### config.mk
export PLATFORM = sky130hd
export DESIGN_NAME = pong_graphics_flat
export DESIGN_NICKNAME = d
export VERILOG_FILES = /design/src/rtl/pong_pkg.sv /design/src/rtl/pong_graphics_if.sv /design/src/rtl/pong_ball.sv /design/src/rtl/pong_graphics.sv /design/src/flat_wrapper.sv
export SDC_FILE = /design/constraint.sdc
export NUM_CORES = 1
export LEC_CHECK = 0
export ABC_CLOCK_PERIOD_IN_PS = 3500
export CAP_MARGIN = 20
export CORE_UTILIZATION = 35
export CTS_CLUSTER_DIAMETER = 80
export DETAILED_ROUTE_END_ITERATION = 7
export REMOVE_ABC_BUFFERS = 1
export SKIP_LAST_GASP = 1
export SYNTH_ARGS = -nofsm -noshare
export SYNTH_HDL_FRONTEND = slang
export SYNTH_SLANG_ARGS = --single-unit
export TNS_END_PERCENT = 1
### constraint.sdc
create_clock -name clk -period 3.5 [get_ports clk]
set_input_delay 0.35 -clock clk [delete_from_list [all_inputs] [get_ports clk]]
set_output_delay 0.35 -clock clk [all_outputs]
set_load 0.01 [all_outputs]
### src/rtl/pong_pkg.sv
// Shared geometry, colours and ball FSM encoding for the pong display block.
package pong_pkg;

  localparam logic [9:0] H_ACTIVE   = 10'd640;
  localparam logic [9:0] V_ACTIVE   = 10'd480;

  localparam logic [9:0] BALL_SIZE  = 10'd8;
  localparam logic [9:0] BALL_X0    = 10'd316;
  localparam logic [9:0] BALL_Y0    = 10'd236;
  localparam logic [9:0] BALL_X_MAX = H_ACTIVE - BALL_SIZE;
  localparam logic [9:0] BALL_Y_MAX = V_ACTIVE - BALL_SIZE;

  localparam logic [9:0] PAD_W      = 10'd8;
  localparam logic [9:0] PAD_H      = 10'd72;
  localparam logic [9:0] PAD_L_X    = 10'd32;
  localparam logic [9:0] PAD_R_X    = 10'd600;
  localparam logic [9:0] PAD_INIT   = 10'd204;
  localparam logic [9:0] PAD_MAX    = V_ACTIVE - PAD_H;

  localparam logic [9:0] LINE_X0    = 10'd319;
  localparam logic [9:0] LINE_X1    = 10'd320;

  localparam logic [11:0] COL_BLACK = 12'h000;
  localparam logic [11:0] COL_BALL  = 12'hFFF;
  localparam logic [11:0] COL_PAD   = 12'h0F0;
  localparam logic [11:0] COL_LINE  = 12'h888;

  typedef enum logic [1:0] {
    ST_SERVE  = 2'd0,
    ST_PLAY   = 2'd1,
    ST_SCORED = 2'd2
  } ball_state_e;

  function automatic logic [3:0] bcd_inc(input logic [3:0] d);
    return (d == 4'd9) ? 4'd0 : d + 4'd1;
  endfunction

endpackage

### src/rtl/pong_graphics_if.sv
// Pixel-stream signals from the video timing generator into the pong display.
interface pong_graphics_if;
  logic       p_tick;
  logic       video_on;
  logic [9:0] x;
  logic [9:0] y;

  modport master (output p_tick, video_on, x, y);
  modport slave  (input  p_tick, video_on, x, y);
endinterface

### src/rtl/pong_ball.sv
// Ball FSM: serve delay, motion with wall/paddle bounces, miss detection and BCD scoring.
module pong_ball
  import pong_pkg::*;
#(
  parameter int BALL_V        = 2,
  parameter int SERVE_FRAMES  = 60,
  parameter int SCORED_FRAMES = 30
) (
  input  logic       clk,
  input  logic       reset,
  input  logic       frame_tick_i,
  input  logic [9:0] pl_i,
  input  logic [9:0] pr_i,
  output logic [9:0] bx_o,
  output logic [9:0] by_o,
  output logic       hidden_o,
  output logic [3:0] score_l_o,
  output logic [3:0] score_r_o
);

  localparam logic [9:0] BV          = 10'(BALL_V);
  localparam logic [7:0] SERVE_LAST  = 8'(SERVE_FRAMES - 1);
  localparam logic [7:0] SCORED_LAST = 8'(SCORED_FRAMES - 1);

  ball_state_e state_q;
  logic [9:0]  bx_q, by_q;
  logic        vx_neg_q, vy_neg_q;
  logic        serve_left_q;
  logic [7:0]  cnt_q;
  logic [3:0]  score_l_q, score_r_q;

  logic        rows_l, rows_r;
  logic        pad_l_hit, pad_r_hit, miss_l, miss_r, top_hit, bot_hit;
  logic [9:0]  bx_step, by_step;

  // All event tests look at the pre-move position so a bounce lands exactly on the edge.
  assign rows_l    = (by_q + BALL_SIZE > pl_i) && (by_q < pl_i + PAD_H);
  assign rows_r    = (by_q + BALL_SIZE > pr_i) && (by_q < pr_i + PAD_H);
  assign pad_l_hit = vx_neg_q && (bx_q >= PAD_L_X) && (bx_q <= PAD_L_X + PAD_W + BV) && rows_l;
  assign pad_r_hit = !vx_neg_q && (bx_q + BALL_SIZE >= PAD_R_X - BV)
                     && (bx_q + BALL_SIZE <= PAD_R_X + PAD_W) && rows_r;
  assign miss_l    = vx_neg_q && (bx_q < BV);
  assign miss_r    = !vx_neg_q && (bx_q >= BALL_X_MAX - BV);
  assign top_hit   = vy_neg_q && (by_q < BV);
  assign bot_hit   = !vy_neg_q && (by_q >= BALL_Y_MAX - BV);
  assign bx_step   = vx_neg_q ? bx_q - BV : bx_q + BV;
  assign by_step   = vy_neg_q ? by_q - BV : by_q + BV;

  always_ff @(posedge clk or posedge reset) begin
    if (reset) begin
      state_q      <= ST_SERVE;
      bx_q         <= BALL_X0;
      by_q         <= BALL_Y0;
      vx_neg_q     <= 1'b0;
      vy_neg_q     <= 1'b0;
      serve_left_q <= 1'b0;
      cnt_q        <= 8'd0;
      score_l_q    <= 4'd0;
      score_r_q    <= 4'd0;
    end else if (frame_tick_i) begin
      case (state_q)
        ST_SERVE: begin
          bx_q <= BALL_X0;
          by_q <= BALL_Y0;
          if (cnt_q == SERVE_LAST) begin
            state_q  <= ST_PLAY;
            cnt_q    <= 8'd0;
            vx_neg_q <= serve_left_q;
            vy_neg_q <= 1'b0;
          end else begin
            cnt_q <= cnt_q + 8'd1;
          end
        end
        ST_PLAY: begin
          // A miss freezes the ball where it left the field; no bounce is applied.
          if (miss_l || miss_r) begin
            state_q      <= ST_SCORED;
            cnt_q        <= 8'd0;
            serve_left_q <= miss_l;
            if (miss_l) score_r_q <= bcd_inc(score_r_q);
            else        score_l_q <= bcd_inc(score_l_q);
          end else begin
            if (pad_l_hit) begin
              bx_q     <= PAD_L_X + PAD_W;
              vx_neg_q <= 1'b0;
            end else if (pad_r_hit) begin
              bx_q     <= PAD_R_X - BALL_SIZE;
              vx_neg_q <= 1'b1;
            end else begin
              bx_q <= bx_step;
            end
            if (top_hit) begin
              by_q     <= 10'd0;
              vy_neg_q <= 1'b0;
            end else if (bot_hit) begin
              by_q     <= BALL_Y_MAX;
              vy_neg_q <= 1'b1;
            end else begin
              by_q <= by_step;
            end
          end
        end
        ST_SCORED: begin
          if (cnt_q == SCORED_LAST) begin
            state_q <= ST_SERVE;
            cnt_q   <= 8'd0;
            bx_q    <= BALL_X0;
            by_q    <= BALL_Y0;
          end else begin
            cnt_q <= cnt_q + 8'd1;
          end
        end
        default: state_q <= ST_SERVE;
      endcase
    end
  end

  assign bx_o      = bx_q;
  assign by_o      = by_q;
  assign hidden_o  = (state_q == ST_SCORED);
  assign score_l_o = score_l_q;
  assign score_r_o = score_r_q;

endmodule

### src/rtl/pong_graphics.sv
// Pong display block: paddle control, ball sub-module and registered pixel colour mux.
module pong_graphics
  import pong_pkg::*;
#(
  parameter int PAD_V         = 4,
  parameter int BALL_V        = 2,
  parameter int SERVE_FRAMES  = 60,
  parameter int SCORED_FRAMES = 30
) (
  input  logic            clk,
  input  logic            reset,
  pong_graphics_if.slave  vid,
  input  logic            btn_up_l,
  input  logic            btn_dn_l,
  input  logic            btn_up_r,
  input  logic            btn_dn_r,
  output logic [11:0]     rgb,
  output logic [3:0]      score_l,
  output logic [3:0]      score_r
);

  localparam logic [9:0] PV = 10'(PAD_V);

  logic        frame_tick;
  logic [9:0]  pl_q, pl_d, pr_q, pr_d;
  logic [9:0]  bx, by;
  logic        hidden;
  logic        ball_on, padl_on, padr_on, line_on;
  logic [11:0] rgb_q, rgb_d;

  function automatic logic [9:0] pad_next(input logic [9:0] p, input logic up, input logic dn);
    logic [9:0] r;
    r = p;
    if (up && !dn)      r = (p < PV) ? 10'd0 : p - PV;
    else if (dn && !up) r = (p > PAD_MAX - PV) ? PAD_MAX : p + PV;
    return r;
  endfunction

  // First pixel of the vertical blanking line: everything moves here, never mid-frame.
  assign frame_tick = vid.p_tick && (vid.x == 10'd0) && (vid.y == V_ACTIVE);

  assign pl_d = pad_next(pl_q, btn_up_l, btn_dn_l);
  assign pr_d = pad_next(pr_q, btn_up_r, btn_dn_r);

  always_ff @(posedge clk or posedge reset) begin
    if (reset) begin
      pl_q <= PAD_INIT;
      pr_q <= PAD_INIT;
    end else if (frame_tick) begin
      pl_q <= pl_d;
      pr_q <= pr_d;
    end
  end

  pong_ball #(
    .BALL_V       (BALL_V),
    .SERVE_FRAMES (SERVE_FRAMES),
    .SCORED_FRAMES(SCORED_FRAMES)
  ) u_ball (
    .clk         (clk),
    .reset       (reset),
    .frame_tick_i(frame_tick),
    .pl_i        (pl_q),
    .pr_i        (pr_q),
    .bx_o        (bx),
    .by_o        (by),
    .hidden_o    (hidden),
    .score_l_o   (score_l),
    .score_r_o   (score_r)
  );

  assign ball_on = !hidden && (vid.x >= bx) && (vid.x < bx + BALL_SIZE)
                   && (vid.y >= by) && (vid.y < by + BALL_SIZE);
  assign padl_on = (vid.x >= PAD_L_X) && (vid.x < PAD_L_X + PAD_W)
                   && (vid.y >= pl_q) && (vid.y < pl_q + PAD_H);
  assign padr_on = (vid.x >= PAD_R_X) && (vid.x < PAD_R_X + PAD_W)
                   && (vid.y >= pr_q) && (vid.y < pr_q + PAD_H);
  assign line_on = ((vid.x == LINE_X0) || (vid.x == LINE_X1)) && !vid.y[4];

  always_comb begin
    rgb_d = COL_BLACK;
    if (!vid.video_on)          rgb_d = COL_BLACK;
    else if (ball_on)           rgb_d = COL_BALL;
    else if (padl_on || padr_on) rgb_d = COL_PAD;
    else if (line_on)           rgb_d = COL_LINE;
  end

  always_ff @(posedge clk or posedge reset) begin
    if (reset)            rgb_q <= COL_BLACK;
    else if (vid.p_tick)  rgb_q <= rgb_d;
  end

  assign rgb = rgb_q;

endmodule

### src/flat_wrapper.sv
// flat-port wrapper written by rule: the top's interface ports become plain ports
module pong_graphics_flat import pong_pkg::*;
#(
  parameter int PAD_V         = 4,
  parameter int BALL_V        = 2,
  parameter int SERVE_FRAMES  = 60,
  parameter int SCORED_FRAMES = 30
)
  (clk, reset, btn_up_l, btn_dn_l, btn_up_r, btn_dn_r, rgb, score_l, score_r, vid_p_tick, vid_video_on, vid_x, vid_y);
  pong_graphics_if vid_i ();
  input  logic clk;
  input  logic reset;
  input  logic btn_up_l;
  input  logic btn_dn_l;
  input  logic btn_up_r;
  input  logic btn_dn_r;
  output logic [11:0] rgb;
  output logic [3:0] score_l;
  output logic [3:0] score_r;
  input wire logic [$bits(vid_i.p_tick)-1:0] vid_p_tick;
  input wire logic [$bits(vid_i.video_on)-1:0] vid_video_on;
  input wire logic [$bits(vid_i.x)-1:0] vid_x;
  input wire logic [$bits(vid_i.y)-1:0] vid_y;
  assign vid_i.p_tick = vid_p_tick;
  assign vid_i.video_on = vid_video_on;
  assign vid_i.x = vid_x;
  assign vid_i.y = vid_y;
  pong_graphics #(.PAD_V(PAD_V), .BALL_V(BALL_V), .SERVE_FRAMES(SERVE_FRAMES), .SCORED_FRAMES(SCORED_FRAMES)) u_core (.clk(clk), .reset(reset), .vid(vid_i), .btn_up_l(btn_up_l), .btn_dn_l(btn_dn_l), .btn_up_r(btn_up_r), .btn_dn_r(btn_dn_r), .rgb(rgb), .score_l(score_l), .score_r(score_r));
endmodule
==> results.md <==
* CP max FO at 8
* Post-synth EDFFs at 0
* Drt initial violations at about 380
* Most frequent CP cell: ha_1
* CTS Buf Count at 9
* Die width at 140 um
* Seq/Total Area, Yosys at 22.5%
* CP Launch Type: flop
* Nets@finish at between 1000 and 1500
* Post-Route Hold Slack at 0.388 ns
* Synth area leader: ha_1
* Placer Congestion at 0.921
* Post-synth top flop: dfrtp_1
* Syn Inst Count at between 800 and 900
* Max Root-Sink Buffers at 2
* PD cells at about 220 mW/mm^2
* Final-report setup violation count at 0
* Initial core utilization at a little over a third
* Worst-Margin Slew at ~0.64 ns
* Worst Hold Class: in -> async
* Syn_area_per_cell at 8.15 um^2
* Tcrit/Tclk final at 90.7%
* Rel. slew slack at 56.0%
* Crit path capture type: flop
* H-tree Lvls at 3
* Layout cell share with drive strength beyond 1 at 9.10%
* PortBufs at 47
* First-pass detailed-route iteration total at 5
* Standard-cell rows at 50
* CTS Root Cell: clkbuf_16
* Top post-synthesis cells by area: ha_1, dfrtp_1, dfstp_2
* Total track usage at 20.3%
* Fin. Hold Viols at 0
* Sink Count at 59
* Die H at 140 um
* Die area at 0.0196 mm^2
* CORE AREA at approximately 0.019 mm^2
* Drt drc at 0
* Vias in the first global route at 5805
* CP max-delay cell: dfstp_2
* Mapped Area at 0.00666 mm^2
* Power, Total at 1.67 mW
* Via density at 5.72
* Area post-placement at 0.00744 mm^2
* Synth Warn # at 0
* Gr ovfl total at 0
* Final core occ at 41.4%
* CTS tree: yes
* Final Skew at 0.00809 ns
* Post_cts resized at 0
* Critical Path AT at 3.44 ns
* Global-route wire length before repair at 31300 um
* Via Count at between 6000 and 7000
* Antenna Nets Post-Route at 0
* Wirelength per Cell at 17.6 um
* Lkg Pwr at 3.18 nW
* Area Growth Syn to Fin at 16.1%
* Final WL at ~19000 um
* Yosys top cell area share at 21.2%
* Worst vdd ir at 204 uV
* Ant. Diodes at 0
* Ys async rst share at 100%
* Synth top cells by count: ha_1, o21ai_0, inv_1, a21oi_1, nand2_1
* Skew-Pair Late Insertion Delay at 0.35 ns
* Final Instance Area at around 0.0077 mm^2
* Largest net degree at the start of global routing at 38
* Distinct cells, synth at 73
* Count leader, synth: ha_1
* Final Critical Period at around 3.2 ns
* CP Data Required Time at 3.76 ns
* Critical path class: reg -> reg
* Clock transition at the registers of the reported paths at 0.06 ns
* RSZ-0062 raised after global routing: no
* Post-DP HPWL at between 10000 and 15000 um
* Worst path cell trace: ha_1 -> nand3_1 -> nor2_1 -> xnor2_1 -> ha_1 -> nand4_1 -> nor3_1 -> nor4b_1 -> nand4b_1 -> nor4_2 -> buf_4 -> o21ai_0 -> a22oi_1
* Initial antenna violation count at 0
* Fin. max-slew vios at 0
* Max cap viols at 0
* I/O pins at between 40 and 50
* Critical path's largest stage delay at between 0.5 and 0.6 ns
* Flops & latches, synth at 59
* Status: complete, no violations
* Max Fclk at approximately 320 MHz
==> final cells by class <==
cell class,instances,area [um^2]
clock buffers,10,229
clock inverters,6,42.5
fillers,1859,10900
inverters,68,255
multi-input cells,652,4720
flip-flops and latches,59,1500
well taps,234,293
repair buffers,73,691
==> flip-flops by register name (all words and copies together) (netlist names) <==
name                        cells
u_core.u_ball.score_l_o         4
u_core.u_ball.by_o              9
u_core.pl_q                     8
u_core.u_ball.score_r_o         4
u_core.u_ball.cnt_q             8
u_core.u_ball.state_q           2
u_core.rgb                      4
u_core.u_ball.bx_o              9
u_core.pr_q                     8
u_core.u_ball.vy_neg_q          1
u_core.u_ball.vx_neg_q          1
u_core.u_ball.serve_left_q      1
==> cell families (layout without fill, tap and decap cells) <==
kind of cell | after synthesis | in the layout | synth area share [%]
simple gates | 249 | 249 | 20.0
xor+xnor | 26 | 26 | 3.42
fa+ha+maj | 114 | 114 | 21.4
buf+inv | 106 | 157 | 6.71
flops | 59 | 59 | 22.5
compound gates | 258 | 258 | 25.2
mux | 5 | 5 | 0.790
==> worst paths after layout <==
| kind | from | slack [ns] | end | cells after the start |
|---|---|---|---|---|
| min | reset | 0.39 | u_core.u_ball.cnt_q[4] | 2 |
| max in group asynchronous | reset | 2.44 | u_core.u_ball.by_o[6] | 3 |
| max reg2reg | u_core.u_ball.by_o[3] | 0.33 | u_core.u_ball.vx_neg_q | 13 |
| max | u_core.u_ball.by_o[3] | 0.33 | u_core.u_ball.vx_neg_q | 13 |
| min reg2reg | u_core.u_ball.score_r_o[0] | 0.51 | u_core.u_ball.score_r_o[0] | 1 |
| min in group clk | u_core.u_ball.score_r_o[0] | 0.51 | u_core.u_ball.score_r_o[0] | 1 |
==> worst max-delay path, delay by kind of cell (launching register included) <==
family | cells | cell delay (ns)
fa+ha+maj | 2 | 0.53
compound gates | 2 | 0.30
simple gates | 7 | 1.30
flops | 1 | 0.55
xor+xnor | 1 | 0.23
buf+inv | 1 | 0.20
==> where the power goes <==
group / total (mW) / switching [mW] / internal [mW]
Sequential: 0.684 / 0.0000504 / 0.684
Combinational: 0.165 / 0.0897 / 0.0755
Clock: 0.826 / 0.348 / 0.478
==> routing by layer <==
| metal | global-route usage, % | share of wire, % | up-vias |
|---|---|---|---|
| li1 | - | - | 3137 |
| met1 | 27.8 | 48 | 2944 |
| met2 | 31.8 | 45 | 194 |
| met3 | 3.56 | 5.1 | 29 |
| met4 | 7.40 | 2.4 | 0 |
| met5 | 0 | 0 | - |
==> what timing repair did <==
item | 4_1_cts | 5_1_grt
hold buffers | 0 | 0
setup endpoints to repair | 0 | 6
setup buffers | 0 | 2
==> placed cells by master, fill, tap and decap left out, drive strengths merged, types with 10 or more instances in the layout <==
| cell type | netlist | routed |
|---|---|---|
| nor2b | 11 | 11 |
| nand4 | 20 | 20 |
| nor3 | 24 | 24 |
| o21ai | 67 | 67 |
| inv | 66 | 66 |
| a21oi | 63 | 63 |
| a31oi | 11 | 11 |
| nand3 | 32 | 32 |
| buf | 13 | 26 |
| o31ai | 16 | 16 |
| a21o | 14 | 14 |
| xnor2 | 24 | 24 |
| dfstp | 18 | 18 |
| o211ai | 13 | 13 |
| clkdlybuf4s50 | 0 | 47 |
| dfrtp | 41 | 41 |
| nand2 | 48 | 48 |
| nor2 | 47 | 47 |
| nor4 | 10 | 10 |
| ha | 113 | 113 |
| nand2b | 15 | 15 |
| clkbuf | 25 | 10 |
==> stage by stage <==
| step | setup TNS (ns) | setup slack [ns] | instances |
|---|---|---|---|
| 2_1_floorplan | -0.196 | -0.145 | 779 |
| 3_3_place_gp | 0 | 0.410 | 1084 |
| 3_5_place_dp | 0 | 0.236 | 1084 |
| 4_1_cts | 0 | 0.202 | 1100 |
| 5_1_grt | 0 | 0.0147 | 1102 |
| 6_report | 0 | 0.327 | 1102 |
Power figures use the tool's default switching activity.
